**src/rtl/mem_arbiter_if.sv**
```systemverilog
// -----------------------------------------------------------------------------
// mem_arbiter_if
//   Bundles the two requester command/response channels and the single-port
//   memory bus that surround mem_arbiter.
//
//   Requester r0/r1 (N = 0/1):
//     rN_req, rN_wr, rN_addr, rN_wdata   command from requester
//     rN_gnt                             one-cycle grant pulse
//     rN_rdata, rN_rvalid                read data and its one-cycle strobe
//   Memory side:
//     mem_in_data, mem_address           write data / address to memory
//     mem_wr_en, mem_rd_en               memory strobes
//     mem_out_data, mem_valid_out        read data / valid from memory
//   Status:
//     err_timeout                        one-cycle pulse when a read is aborted
//
//   Modports:
//     slave  : the arbiter's view
//     master : the view of whatever drives the requesters and models memory
// -----------------------------------------------------------------------------
interface mem_arbiter_if #(
    parameter int WIDTH   = 32,
    parameter int ADDRESS = 4
);
    logic               r0_req;
    logic               r0_wr;
    logic [ADDRESS-1:0] r0_addr;
    logic [WIDTH-1:0]   r0_wdata;
    logic               r0_gnt;
    logic [WIDTH-1:0]   r0_rdata;
    logic               r0_rvalid;

    logic               r1_req;
    logic               r1_wr;
    logic [ADDRESS-1:0] r1_addr;
    logic [WIDTH-1:0]   r1_wdata;
    logic               r1_gnt;
    logic [WIDTH-1:0]   r1_rdata;
    logic               r1_rvalid;

    logic [WIDTH-1:0]   mem_in_data;
    logic [ADDRESS-1:0] mem_address;
    logic               mem_wr_en;
    logic               mem_rd_en;
    logic [WIDTH-1:0]   mem_out_data;
    logic               mem_valid_out;

    logic               err_timeout;

    modport slave (
        input  r0_req, r0_wr, r0_addr, r0_wdata,
        input  r1_req, r1_wr, r1_addr, r1_wdata,
        input  mem_out_data, mem_valid_out,
        output r0_gnt, r0_rdata, r0_rvalid,
        output r1_gnt, r1_rdata, r1_rvalid,
        output mem_in_data, mem_address, mem_wr_en, mem_rd_en,
        output err_timeout
    );

    modport master (
        output r0_req, r0_wr, r0_addr, r0_wdata,
        output r1_req, r1_wr, r1_addr, r1_wdata,
        output mem_out_data, mem_valid_out,
        input  r0_gnt, r0_rdata, r0_rvalid,
        input  r1_gnt, r1_rdata, r1_rvalid,
        input  mem_in_data, mem_address, mem_wr_en, mem_rd_en,
        input  err_timeout
    );
endinterface

```
**src/rtl/mem_arbiter.sv**
```systemverilog
// -----------------------------------------------------------------------------
// mem_arbiter
//   Two-requester round-robin arbiter and sequencer in front of a single-port
//   memory. Commands from r0/r1 are serialised onto the memory port one at a
//   time; at most one read is outstanding and its data is routed back to the
//   requester that issued it. A read that sees no mem_valid_out within
//   TIMEOUT cycles is abandoned and err_timeout is pulsed.
//
//   Parameters:
//     WIDTH    data width
//     ADDRESS  address width (memory depth 2**ADDRESS)
//     TIMEOUT  cycles spent in WAIT_RD before a read is aborted (1..255)
//
//   Ports:
//     clk   single clock, all state on posedge
//     rst   asynchronous active-low reset
//     bus   mem_arbiter_if.slave: requester channels, memory bus, err_timeout
//
//   Every output is a flop. The grant, memory strobes, address and write data
//   are loaded on the edge that moves IDLE -> ISSUE, so they are visible for
//   exactly the ISSUE cycle and cleared on the edge that leaves it.
// -----------------------------------------------------------------------------
module mem_arbiter #(
    parameter int WIDTH   = 32,
    parameter int ADDRESS = 4,
    parameter int TIMEOUT = 8
) (
    input  logic           clk,
    input  logic           rst,
    mem_arbiter_if.slave   bus
);

    typedef enum logic [1:0] {
        S_IDLE    = 2'd0,
        S_ISSUE   = 2'd1,
        S_WAIT_RD = 2'd2
    } state_t;

    // Value of the wait counter in the last WAIT_RD cycle before abort.
    localparam logic [7:0] CNT_LAST = 8'(TIMEOUT - 1);

    // ---------------------------------------------------------------------
    // State and output registers
    // ---------------------------------------------------------------------
    state_t             r_state;
    logic [7:0]         r_cnt;
    logic               r_last_grant;   // 0 = r0, 1 = r1
    logic               r_owner;        // requester owning the pending read

    logic               r_mem_wr_en;
    logic               r_mem_rd_en;
    logic [ADDRESS-1:0] r_mem_address;
    logic [WIDTH-1:0]   r_mem_in_data;
    logic               r_r0_gnt;
    logic               r_r1_gnt;
    logic [WIDTH-1:0]   r_r0_rdata;
    logic [WIDTH-1:0]   r_r1_rdata;
    logic               r_r0_rvalid;
    logic               r_r1_rvalid;
    logic               r_err_timeout;

    // ---------------------------------------------------------------------
    // Next-state wires
    // ---------------------------------------------------------------------
    state_t             w_state_nxt;
    logic [7:0]         w_cnt_nxt;
    logic               w_last_grant_nxt;
    logic               w_owner_nxt;

    logic               w_mem_wr_en_nxt;
    logic               w_mem_rd_en_nxt;
    logic [ADDRESS-1:0] w_mem_address_nxt;
    logic [WIDTH-1:0]   w_mem_in_data_nxt;
    logic               w_r0_gnt_nxt;
    logic               w_r1_gnt_nxt;
    logic [WIDTH-1:0]   w_r0_rdata_nxt;
    logic [WIDTH-1:0]   w_r1_rdata_nxt;
    logic               w_r0_rvalid_nxt;
    logic               w_r1_rvalid_nxt;
    logic               w_err_timeout_nxt;

    // ---------------------------------------------------------------------
    // Arbitration: a lone request wins; on contention the requester that was
    // not granted last wins, so continuous contention strictly alternates.
    // ---------------------------------------------------------------------
    logic               w_any_req;
    logic               w_win_r1;
    logic               w_win_wr;
    logic [ADDRESS-1:0] w_win_addr;
    logic [WIDTH-1:0]   w_win_wdata;

    always_comb begin
        w_any_req   = bus.r0_req || bus.r1_req;
        w_win_r1    = bus.r1_req && (!bus.r0_req || !r_last_grant);
        w_win_wr    = w_win_r1 ? bus.r1_wr    : bus.r0_wr;
        w_win_addr  = w_win_r1 ? bus.r1_addr  : bus.r0_addr;
        w_win_wdata = w_win_r1 ? bus.r1_wdata : bus.r0_wdata;
    end

    // ---------------------------------------------------------------------
    // Next-state and next-output logic
    // ---------------------------------------------------------------------
    always_comb begin
        // NOTE: every signal gets a default before the case so that no path
        // leaves one unassigned, which would otherwise infer a latch.
        w_state_nxt       = r_state;
        w_cnt_nxt         = r_cnt;
        w_last_grant_nxt  = r_last_grant;
        w_owner_nxt       = r_owner;

        w_mem_wr_en_nxt   = 1'b0;
        w_mem_rd_en_nxt   = 1'b0;
        w_mem_address_nxt = '0;
        w_mem_in_data_nxt = '0;
        w_r0_gnt_nxt      = 1'b0;
        w_r1_gnt_nxt      = 1'b0;
        w_r0_rdata_nxt    = r_r0_rdata;
        w_r1_rdata_nxt    = r_r1_rdata;
        w_r0_rvalid_nxt   = 1'b0;
        w_r1_rvalid_nxt   = 1'b0;
        w_err_timeout_nxt = 1'b0;

        unique case (r_state)
            S_IDLE: begin
                if (w_any_req) begin
                    w_owner_nxt       = w_win_r1;
                    w_last_grant_nxt  = w_win_r1;
                    w_mem_wr_en_nxt   = w_win_wr;
                    w_mem_rd_en_nxt   = !w_win_wr;
                    w_mem_address_nxt = w_win_addr;
                    w_mem_in_data_nxt = w_win_wdata;
                    w_r0_gnt_nxt      = !w_win_r1;
                    w_r1_gnt_nxt      = w_win_r1;
                    w_state_nxt       = S_ISSUE;
                end
            end

            S_ISSUE: begin
                // The strobe register doubles as the latched command type.
                if (r_mem_rd_en) begin
                    w_cnt_nxt   = '0;
                    w_state_nxt = S_WAIT_RD;
                end else begin
                    w_state_nxt = S_IDLE;
                end
            end

            S_WAIT_RD: begin
                // Valid is tested first so it wins over the final count.
                if (bus.mem_valid_out) begin
                    if (r_owner) begin
                        w_r1_rdata_nxt  = bus.mem_out_data;
                        w_r1_rvalid_nxt = 1'b1;
                    end else begin
                        w_r0_rdata_nxt  = bus.mem_out_data;
                        w_r0_rvalid_nxt = 1'b1;
                    end
                    w_state_nxt = S_IDLE;
                end else if (r_cnt == CNT_LAST) begin
                    w_err_timeout_nxt = 1'b1;
                    w_state_nxt       = S_IDLE;
                end else begin
                    w_cnt_nxt = r_cnt + 8'd1;
                end
            end

            default: begin
                w_state_nxt = S_IDLE;
            end
        endcase
    end

    // ---------------------------------------------------------------------
    // Registers
    // ---------------------------------------------------------------------
    always_ff @(posedge clk or negedge rst) begin
        // NOTE: non-blocking assignments so every flop samples the values
        // from before this edge, independent of statement order.
        if (!rst) begin
            r_state       <= S_IDLE;
            r_cnt         <= '0;
            r_last_grant  <= 1'b1;      // r0 wins the first contention
            r_owner       <= 1'b0;
            r_mem_wr_en   <= 1'b0;
            r_mem_rd_en   <= 1'b0;
            r_mem_address <= '0;
            r_mem_in_data <= '0;
            r_r0_gnt      <= 1'b0;
            r_r1_gnt      <= 1'b0;
            r_r0_rdata    <= '0;
            r_r1_rdata    <= '0;
            r_r0_rvalid   <= 1'b0;
            r_r1_rvalid   <= 1'b0;
            r_err_timeout <= 1'b0;
        end else begin
            r_state       <= w_state_nxt;
            r_cnt         <= w_cnt_nxt;
            r_last_grant  <= w_last_grant_nxt;
            r_owner       <= w_owner_nxt;
            r_mem_wr_en   <= w_mem_wr_en_nxt;
            r_mem_rd_en   <= w_mem_rd_en_nxt;
            r_mem_address <= w_mem_address_nxt;
            r_mem_in_data <= w_mem_in_data_nxt;
            r_r0_gnt      <= w_r0_gnt_nxt;
            r_r1_gnt      <= w_r1_gnt_nxt;
            r_r0_rdata    <= w_r0_rdata_nxt;
            r_r1_rdata    <= w_r1_rdata_nxt;
            r_r0_rvalid   <= w_r0_rvalid_nxt;
            r_r1_rvalid   <= w_r1_rvalid_nxt;
            r_err_timeout <= w_err_timeout_nxt;
        end
    end

    // ---------------------------------------------------------------------
    // Outputs
    // ---------------------------------------------------------------------
    assign bus.mem_wr_en   = r_mem_wr_en;
    assign bus.mem_rd_en   = r_mem_rd_en;
    assign bus.mem_address = r_mem_address;
    assign bus.mem_in_data = r_mem_in_data;
    assign bus.r0_gnt      = r_r0_gnt;
    assign bus.r1_gnt      = r_r1_gnt;
    assign bus.r0_rdata    = r_r0_rdata;
    assign bus.r1_rdata    = r_r1_rdata;
    assign bus.r0_rvalid   = r_r0_rvalid;
    assign bus.r1_rvalid   = r_r1_rvalid;
    assign bus.err_timeout = r_err_timeout;

endmodule

```
**src/flat_wrapper.sv**
```systemverilog
// flat-port wrapper written by rule: the top's interface ports become plain ports
module mem_arbiter_flat 
#(
    parameter int WIDTH   = 32,
    parameter int ADDRESS = 4,
    parameter int TIMEOUT = 8
)
  (clk, rst, bus_r0_req, bus_r0_wr, bus_r0_addr, bus_r0_wdata, bus_r1_req, bus_r1_wr, bus_r1_addr, bus_r1_wdata, bus_mem_out_data, bus_mem_valid_out, bus_r0_gnt, bus_r0_rdata, bus_r0_rvalid, bus_r1_gnt, bus_r1_rdata, bus_r1_rvalid, bus_mem_in_data, bus_mem_address, bus_mem_wr_en, bus_mem_rd_en, bus_err_timeout);
  mem_arbiter_if #(.WIDTH(WIDTH), .ADDRESS(ADDRESS)) bus_i ();
  input  logic clk;
  input  logic rst;
  input wire logic [$bits(bus_i.r0_req)-1:0] bus_r0_req;
  input wire logic [$bits(bus_i.r0_wr)-1:0] bus_r0_wr;
  input wire logic [$bits(bus_i.r0_addr)-1:0] bus_r0_addr;
  input wire logic [$bits(bus_i.r0_wdata)-1:0] bus_r0_wdata;
  input wire logic [$bits(bus_i.r1_req)-1:0] bus_r1_req;
  input wire logic [$bits(bus_i.r1_wr)-1:0] bus_r1_wr;
  input wire logic [$bits(bus_i.r1_addr)-1:0] bus_r1_addr;
  input wire logic [$bits(bus_i.r1_wdata)-1:0] bus_r1_wdata;
  input wire logic [$bits(bus_i.mem_out_data)-1:0] bus_mem_out_data;
  input wire logic [$bits(bus_i.mem_valid_out)-1:0] bus_mem_valid_out;
  output wire logic [$bits(bus_i.r0_gnt)-1:0] bus_r0_gnt;
  output wire logic [$bits(bus_i.r0_rdata)-1:0] bus_r0_rdata;
  output wire logic [$bits(bus_i.r0_rvalid)-1:0] bus_r0_rvalid;
  output wire logic [$bits(bus_i.r1_gnt)-1:0] bus_r1_gnt;
  output wire logic [$bits(bus_i.r1_rdata)-1:0] bus_r1_rdata;
  output wire logic [$bits(bus_i.r1_rvalid)-1:0] bus_r1_rvalid;
  output wire logic [$bits(bus_i.mem_in_data)-1:0] bus_mem_in_data;
  output wire logic [$bits(bus_i.mem_address)-1:0] bus_mem_address;
  output wire logic [$bits(bus_i.mem_wr_en)-1:0] bus_mem_wr_en;
  output wire logic [$bits(bus_i.mem_rd_en)-1:0] bus_mem_rd_en;
  output wire logic [$bits(bus_i.err_timeout)-1:0] bus_err_timeout;
  assign bus_i.r0_req = bus_r0_req;
  assign bus_i.r0_wr = bus_r0_wr;
  assign bus_i.r0_addr = bus_r0_addr;
  assign bus_i.r0_wdata = bus_r0_wdata;
  assign bus_i.r1_req = bus_r1_req;
  assign bus_i.r1_wr = bus_r1_wr;
  assign bus_i.r1_addr = bus_r1_addr;
  assign bus_i.r1_wdata = bus_r1_wdata;
  assign bus_i.mem_out_data = bus_mem_out_data;
  assign bus_i.mem_valid_out = bus_mem_valid_out;
  assign bus_r0_gnt = bus_i.r0_gnt;
  assign bus_r0_rdata = bus_i.r0_rdata;
  assign bus_r0_rvalid = bus_i.r0_rvalid;
  assign bus_r1_gnt = bus_i.r1_gnt;
  assign bus_r1_rdata = bus_i.r1_rdata;
  assign bus_r1_rvalid = bus_i.r1_rvalid;
  assign bus_mem_in_data = bus_i.mem_in_data;
  assign bus_mem_address = bus_i.mem_address;
  assign bus_mem_wr_en = bus_i.mem_wr_en;
  assign bus_mem_rd_en = bus_i.mem_rd_en;
  assign bus_err_timeout = bus_i.err_timeout;
  mem_arbiter #(.WIDTH(WIDTH), .ADDRESS(ADDRESS), .TIMEOUT(TIMEOUT)) u_core (.clk(clk), .rst(rst), .bus(bus_i));
endmodule
```
**config.mk**
```make
export PLATFORM = sky130hd
export DESIGN_NAME = mem_arbiter_flat
export DESIGN_NICKNAME = d
export VERILOG_FILES = /design/src/rtl/mem_arbiter_if.sv /design/src/rtl/mem_arbiter.sv /design/src/flat_wrapper.sv
export SDC_FILE = /design/constraint.sdc
export NUM_CORES = 1
export LEC_CHECK = 0
export CAP_MARGIN = 20
export CORE_ASPECT_RATIO = 1.75
export CORE_MARGIN = 2
export CORE_UTILIZATION = 50
export DETAILED_ROUTE_END_ITERATION = 10
export DONT_BUFFER_PORTS = 1
export GPL_ROUTABILITY_DRIVEN = 0
export GPL_TIMING_DRIVEN = 0
export PLACE_DENSITY = 0.71
export REMOVE_ABC_BUFFERS = 1
export SYNTH_ARGS = -nofsm -noshare
export SYNTH_HDL_FRONTEND = slang
export SYNTH_SLANG_ARGS = --single-unit
```
**constraint.sdc**
```tcl
create_clock -name clk -period 1.78 [get_ports clk]
set_input_delay 0.534 -clock clk [delete_from_list [all_inputs] [get_ports clk]]
set_output_delay 0.534 -clock clk [all_outputs]
set_load 0.005 [all_outputs]
```
# [Word level (Yosys, flattened, before mapping)]
# Cells that the tools add are included.
[word_totals] reg_bits=119 latchBits=0 romBits=0 ramBits=0 inputBits=111 memories=0 wordCells=72 out_inout_bits=107
[classes] n_reduce_logical=14 multipliers=0 n_eq_ne=8 n_shift=0 bitwise_logic=1 n_mux=33 order_cmp=0 div_mod_pow=0 n_addsub=1
[ops] operator="$mux 32" count=3
[ops] operator="$mux 8" count=3
[ops] operator="$mux 1" count=18
[ops] operator="$pmux 8 s2" count=1
[ops] operator="$mux 4" count=3
[ops] operator="$add 8x1->8 const B" count=1
[ops] operator="$eq 8x3->1 const B" count=1
[ops] operator="$mux 2" count=4
[ops] operator="$pmux 2 s3" count=1
[ops] operator="$reduce_and 3->1" count=2
[ops] operator="$logic_not 1->1" count=4
[ops] operator="$ne 2x1->1 const B" count=2
[ops] operator="$ne 2x2->1 const B" count=2
[ops] operator="$reduce_and 2->1" count=2
[ops] operator="$reduce_and 4->1" count=1
[ops] operator="$ne 3x2->1 const B" count=1
[ops] operator="$eq 2x1->1 const B" count=1
[ops] operator="$eq 2x2->1 const B" count=1
[ops] operator="$logic_not 2->1" count=1
[ops] operator="$logic_or 1x1->1" count=2
[ops] operator="$reduce_bool 2->1" count=1
[ops] operator="$logic_and 1x1->1" count=1
[ops] operator="$not 1->1" count=1

# [Depth between registers and ports, before layout]
# Gate-level depths: netlist of run 1.
[depth] ltp_word=7 mapped_depth=6 mapped_depth_nobuf=5

# [Worst setup path before layout of run 1]
# Ideal clock, no wire load.
[synth_path] kind="reg-to-reg" startpoint="register u_core.r_cnt[5]" endpoint="register u_core.r_cnt[1]" period_less_slack_ns=1.678 slack_ns=0.102 t_arrival_ns=1.559 n_path_buf=0 stages_incl_launch_ff=5 required_time_ns=1.660 setup_time_ns=0.120 cell_sequence="dfrtp_1 -> or4_4 -> o31ai_4 -> nand2_4 -> a31o_1"
[synth_via] elab_chain_len=3
[synth_rtl] element="from (decl)" line_no="mem_arbiter.sv:46" rtl="logic [7:0] r_cnt;"
[synth_rtl] element="from (signal assigned)" line_no="mem_arbiter.sv:197" rtl="r_cnt <= w_cnt_nxt;"
[synth_rtl] element="$eq 8x3->1" line_no="mem_arbiter.sv:159" rtl="end else if (r_cnt == CNT_LAST) begin"
[synth_rtl] element="$ne 2x2->1 (no line)"
[synth_rtl] element="$reduce_and 4->1 (no line)"
# No other way between the ends.
# A chain may end at the register's enable or synchronous reset.

# [Final worst setup path of run 1]
[layout_path] startpoint="register u_core.r_cnt[4]" endpoint="register u_core.r_cnt[1]"
# Same word-level chain as after synthesis.

==> results of run 1 <==
[power by group through the flow]
| stage | sequential [uW] | combinational, uW | clock (uW) |
|---|---|---|---|
| CTS | 4590 | 1500 | 3540 |
| global placement | 4570 | 1360 | 0 |
| floorplan | 4320 | 1200 | 0 |
| finish | 4560 | 1490 | 3480 |
| detailed placement | 4590 | 1490 | 0 |
| global route | 4680 | 1660 | 3660 |
[layer usage]
metal,up-vias,part of all wire [%],global-route usage [%]
met5,-,0,0
met4,0,2.7,12.8
met3,15,10,8.65
met2,170,54,35.7
met1,1433,32,18.4
li1,1271,-,-
[worst max path at each step]
stage	startpoint	to	slack, ns	depth (start not counted)
after global placement	u_core.r_state[0]$_DFFE_PN0P_	u_core.bus.r1_rdata[11]$_DFFE_PN0P_	-1.10	3
after detailed placement	bus_r0_req	u_core.bus.mem_rd_en$_DFF_PN0_	-0.36	4
after floorplan	bus_r1_req	u_core.bus.mem_rd_en$_DFF_PN0_	-0.56	3
final	u_core.r_cnt[4]$_DFFE_PN0P_	u_core.r_cnt[1]$_DFFE_PN0P_	0.02	5
after CTS	u_core.r_cnt[4]$_DFFE_PN0P_	u_core.r_cnt[1]$_DFFE_PN0P_	-0.01	4
after global routing	u_core.r_cnt[4]$_DFFE_PN0P_	u_core.r_cnt[1]$_DFFE_PN0P_	-0.04	5
[cell families (layout without fill, tap and decap cells)]
group / Yosys count / count (layout) / share of synthesized area, %
AO/OA/AOI/OAI: 55 / 55 / 6.85
flip-flops: 119 / 119 / 64.7
multiplexers: 65 / 65 / 15.9
AND/OR/NAND/NOR: 107 / 107 / 10.5
adder cells (fa/ha/maj): 1 / 1 / 0.272
buffers and inverters: 21 / 39 / 1.87
[through the flow]
stage	total power [uW]	area [um2]	setup slack, ns
6_report	9540	5410	0.0195
5_1_grt	10000	5410	-0.0383
3_3_place_gp	5930	4680	-1.10
4_1_cts	9620	5380	-0.0113
2_1_floorplan	5520	4530	-0.565
3_5_place_dp	6080	4750	-0.362
[registers in the layout (all words and copies together) (netlist names)]
signal	cells
u_core.r_last_grant	1
u_core.bus.r0_rvalid	1
u_core.bus.mem_rd_en	1
u_core.r_state	2
u_core.bus.r1_gnt	1
u_core.bus.mem_address	4
u_core.bus.r0_rdata	32
u_core.bus.r0_gnt	1
u_core.bus.r1_rdata	32
u_core.bus.err_timeout	1
u_core.bus.mem_in_data	32
u_core.r_cnt	8
u_core.bus.r1_rvalid	1
u_core.r_owner	1
u_core.bus.mem_wr_en	1
[worst reg2reg max path, stage by stage, from the launching register on]
cell     delay [ns]
dfrtp_2        0.45
or4_4          0.54
o31ai_4        0.24
buf_4          0.16
nand2_4        0.05
a31o_1         0.22
[placed cells by master (no fill, tap or decap), types with 2 or more instances in the layout]
master      instances
nand4_1             2
bufinv_16           3
inv_1               3
buf_4               3
clkbuf_8            5
a31oi_1             3
o21ai_0             5
a21oi_1            38
clkinvlp_4          2
buf_12              2
nand3_1             5
a21o_1              2
mux2_2             64
and3_1              2
and2_1              2
dfrtp_1           117
clkinv_2            3
clkbuf_16          17
nor2_1              5
nand2_1            76
[final cells by class]
cell class | count | area (um2) | share of cell area [%]
timing repair buffer | 6 | 77.6 | 1.44
sequential | 119 | 2980 | 55.1
clock buffer | 22 | 494 | 9.14
multi-input combinational | 228 | 1570 | 29.1
clock inverter | 8 | 120 | 2.22
inverter | 3 | 11.3 | 0.208
tap | 120 | 150 | 2.78
[repair_timing]
action                                  CTS  global route
pin swaps                                 3             1
gates resized for setup                   4             1
hold endpoints to repair                119           119
endpoints found under the setup margin   55            27
buffers inserted                          1             2
==> impl_metrics.toml, run 1 <==
[setup_path]
startpoint_type = "flip-flop"
crit_type = "flip-flop to flip-flop"
path_cells = "or4_4, o31ai_4, buf_4, nand2_4, a31o_1"
r2r_slack_ns = 0.02
critical_path_buf_inv_count = 1
worst-r2r-cell-count = 5
critPathCaptureType = "flip-flop"
critPathMaxStageDelay_ns = 0.54
crit_fanout = 8
worst_path_max_delay_cell = "or4_4"
cp_top_family = "simple AND/OR/NAND/NOR gates"
reg2reg_to = "u_core.r_cnt[1]$_DFFE_PN0P_"
rr_startpoint = "u_core.r_cnt[4]$_DFFE_PN0P_"
required_ns = 2.07
arrival_ns = 2.05

[synth]
netlist.top_cell.by_area = "dfrtp_1"
synth.distinct_cells = 38
synth_edf_count = 0
netlist_area_mm2 = 0.00461
synth_common_cells = "dfrtp_1 (118), nand2_1 (77), mux2_2 (64)"
yosysMostFrequentCell = "dfrtp_1"
yosysSeqAreaShare_pct = 64.7
yosys_warnings = 0
synth_top_area_share_pct = 64.1
syn_inst = 368
synth.area.top_cells = "dfrtp_1 (64%), mux2_2 (16%), nand2_1 (6.3%), a21oi_1 (4.1%), clkbuf_1 (0.81%)"
async_flop_share_pct = 100
synth_seq_cells = 119
synthFlopType = "dfrtp_1"
postSynthAreaPerCell_um2 = 12.5

[cts]
htreeDepth = 4
clock_path_buffers = 2
insertion_delay_ns = 0.40
cts_sinks = 119
cts-root-buf = "clkbuf_16"
cts.reportedPaths.clkPinSlew_ns = 0.05
cts_buffers = 17
cts_tree = "done"

[sta]
slew_headroom_pct = 58.1
fmax_mhz = 568
rsz0062_at_grt = "true"
fin_tns_setup_ns = 0
whs_ns = -0.176
clock-skew-final_ns = 0.00956
finalMaxSlewViolations = 0
worstMarginPinSlew_ns = 0.627
period_minus_slack_ns = 1.76
post-route-period-util_pct = 98.9
hold_viol = 119
setup_viol = 0

[flow_run]
max-cap-violations = 0

[grt]
grt_pass1_wl_um = 14900
grt_max_degree = 120
track_usage_pct = 19.9
grt_overflow = 0
grt_antenna_before_repair = 0
grt_pass1_vias = 3012

[cells_and_area]
drive_gt1_share_pct = 29.5
fillers = 726
nNetsFinal = 487
utilization_pct = 59.8
syn_to_final_growth_pct = 17.4
n_antenna_cell = 0
final_cells = 506

[routing]
postRouteAntennaNets = 0
vias_per_cell = 5.71
num_vias = 2889
wl_per_cell_um = 19.6
drt-pass1-iter-count = 4
drt-initial-drc-count = 82
drc_errors = 0
routed_wl_um = 9930

[power]
clkPwrFrac_pct = 36.5
power.density_mw_per_mm2 = 1760
comb_power_share_pct = 15.7
netSwitchingFraction_pct = 27.3
p_sw_uw = 2610
p_int_uw = 6930
leakagePower_uw = 0.00252
power_frac_seq_pct = 47.8
peakVddDrop_mv = 0.870

[floorplan]
die_y_um = 131
initial_core_util_pct = 51.0
core_area_mm2 = 0.00904
fp-row-count = 46
dieArea_mm2 = 0.0100
die_x_um = 76.6
io_pins = 218

[place]
io_buffers = 0
dp.cells = 473
hpwlAfterDp_um = 7020

[outcome]
status = "finished, violations left"
violations = "hold timing"

[hold_path]
min_path_type = "input port to async pin"
No activity file was read; power rests on OpenSTA's default activity.
==> run 2: changes to the inputs <==
- CAP_MARGIN: 20 -> 15
- CELL_PAD_IN_SITES_DETAIL_PLACEMENT: not set -> 2
- CELL_PAD_IN_SITES_GLOBAL_PLACEMENT: not set -> 2
- CORE_UTILIZATION: 50 -> 34
- PLACE_DENSITY: 0.71 -> 0.77
- SKIP_CTS_REPAIR_TIMING: not set -> 1
==> impl_metrics.toml, run 2 (same netlist as run 1, synthesis figures left out) <==
[routing]
postRouteAntennaNets = 0
wl_per_cell_um = 21.9
num_vias = 2960
routed_wl_um = 12500
wl_met1_um = 3850
top_layer_used = "met4"
drt-pass1-iter-count = 4
dr_wl_met2_um = 7070
route.met3.wl_um = 1370
vias_per_cell = 5.18
drt-initial-drc-count = 77
drc_errors = 0

[floorplan]
io_pins = 218
dieArea_mm2 = 0.0145
core_area_mm2 = 0.0133
fp-row-count = 56
die_y_um = 158
die_x_um = 92.0
initial_core_util_pct = 34.6

[cells_and_area]
drive_gt1_share_pct = 31.2
syn_to_final_growth_pct = 20.4
final_cell_mix = "dfrtp_1 (115), nand2_1 (77), mux2_2 (64)"
nNetsFinal = 496
n_antenna_cell = 0
final_area_mm2 = 0.00555
layout_commonest_cell = "dfrtp_1"

[cts]
clock_path_buffers = 2
cts_buffers = 17
cts_tree = "done"
insertion_delay_ns = 0.40
cts.reportedPaths.clkPinSlew_ns = 0.06
cts_sinks = 119
cts-root-buf = "clkbuf_16"
htreeDepth = 4

[place]
post_dp_cell_area_mm2 = 0.00485
io_buffers = 0
hpwlAfterDp_um = 9080

[sta]
worstMarginPinSlew_ns = 0.491
rsz0062_at_grt = "true"
finalMaxSlewViolations = 0
clock-skew-final_ns = 0.00954
hold_viol = 119
slew_headroom_pct = 67.3
fmax_mhz = 564
period_minus_slack_ns = 1.77
whs_ns = -0.177
post-route-period-util_pct = 99.7
setup_viol = 0

[setup_path]
critPathMaxStageDelay_ns = 0.56
crit_type = "flip-flop to flip-flop"
arrival_ns = 2.06
worst_path_max_delay_cell = "or4_4"
startpoint_type = "flip-flop"
crit_fanout = 8
required_ns = 2.07
path_cells = "or4_4, o31ai_4, buf_12, nand2_4, a31o_1"
critPathCaptureType = "flip-flop"

[grt]
grt_antenna_before_repair = 0
grt_pass1_wl_um = 19100
grt_overflow = 0
track_usage_pct = 17.4
grt_max_degree = 120
grt_pass1_vias = 3383

[power]
power.density_mw_per_mm2 = 1710
p_total_uw = 9460
peakVddDrop_mv = 0.673
leakagePower_uw = 0.00255

[outcome]
status = "finished, violations left"
violations = "hold timing"

[flow_run]
max-cap-violations = 0

[hold_path]
min_path_type = "input port to async pin"
## run 2: final cells by class
cell class | count | area, um2
well taps | 174 | 218
repair buffers | 15 | 198
clock buffers | 20 | 457
inverters | 3 | 11.3
clock inverters | 12 | 104
flip-flops and latches | 119 | 2980
fillers | 1340 | 7770
multi-input cells | 228 | 1580
## run 2: worst paths after layout
check / from / endpoint / slack (ns) / cells past startpoint
setup / recovery: u_core.r_cnt[4]$_DFFE_PN0P_ / u_core.r_cnt[1]$_DFFE_PN0P_ / 0.006 / 5
hold / removal: rst / u_core.bus.mem_address[0]$_DFF_PN0_ / -0.18 / 0
setup reg to reg: u_core.r_cnt[4]$_DFFE_PN0P_ / u_core.r_cnt[1]$_DFFE_PN0P_ / 0.006 / 5
hold reg to reg: u_core.r_last_grant$_DFFE_PN1P_ / u_core.r_last_grant$_DFFE_PN1P_ / 0.52 / 1
max in group asynchronous: rst / u_core.bus.r0_rvalid$_DFF_PN0_ / 1.76 / 0
min in group clk: bus_r1_wdata[23] / u_core.bus.mem_in_data[23]$_DFF_PN0_ / 0.26 / 2
## run 2: where the power goes
group / internal (uW) / switching (uW)
clock network: 1980 / 1210
registers: 3750 / 878
logic: 890 / 751
total: 6620 / 2840
## run 2: metal layers
metal / vias to the layer above / track usage, %
met5: - / 0
met4: 0 / 7.25
met3: 12 / 8.66
met1: 1496 / 16.3
li1: 1288 / -
met2: 164 / 31.8
## run 2: worst max-delay path: cells and delay by family (launching register included)
family	cells	cell delay [ns]
buffers and inverters	1	0.16
AOI/OAI and AO/OA	2	0.45
and+or+nand+nor	2	0.61
DFF	1	0.44
## run 2: per-stage QoR
stage / setup WS [ns] / cells / utilization, % / TNS (ns)
5_1_grt: -0.0548 / 571 / 41.7 / -0.0964
3_3_place_gp: -1.29 / 524 / 35.7 / -119.42
4_1_cts: -0.247 / 560 / 40.7 / -12.41
3_5_place_dp: -0.301 / 528 / 36.4 / -12.30
2_1_floorplan: -0.565 / 350 / - / -36.63
6_report: 0.00580 / 571 / 41.7 / 0
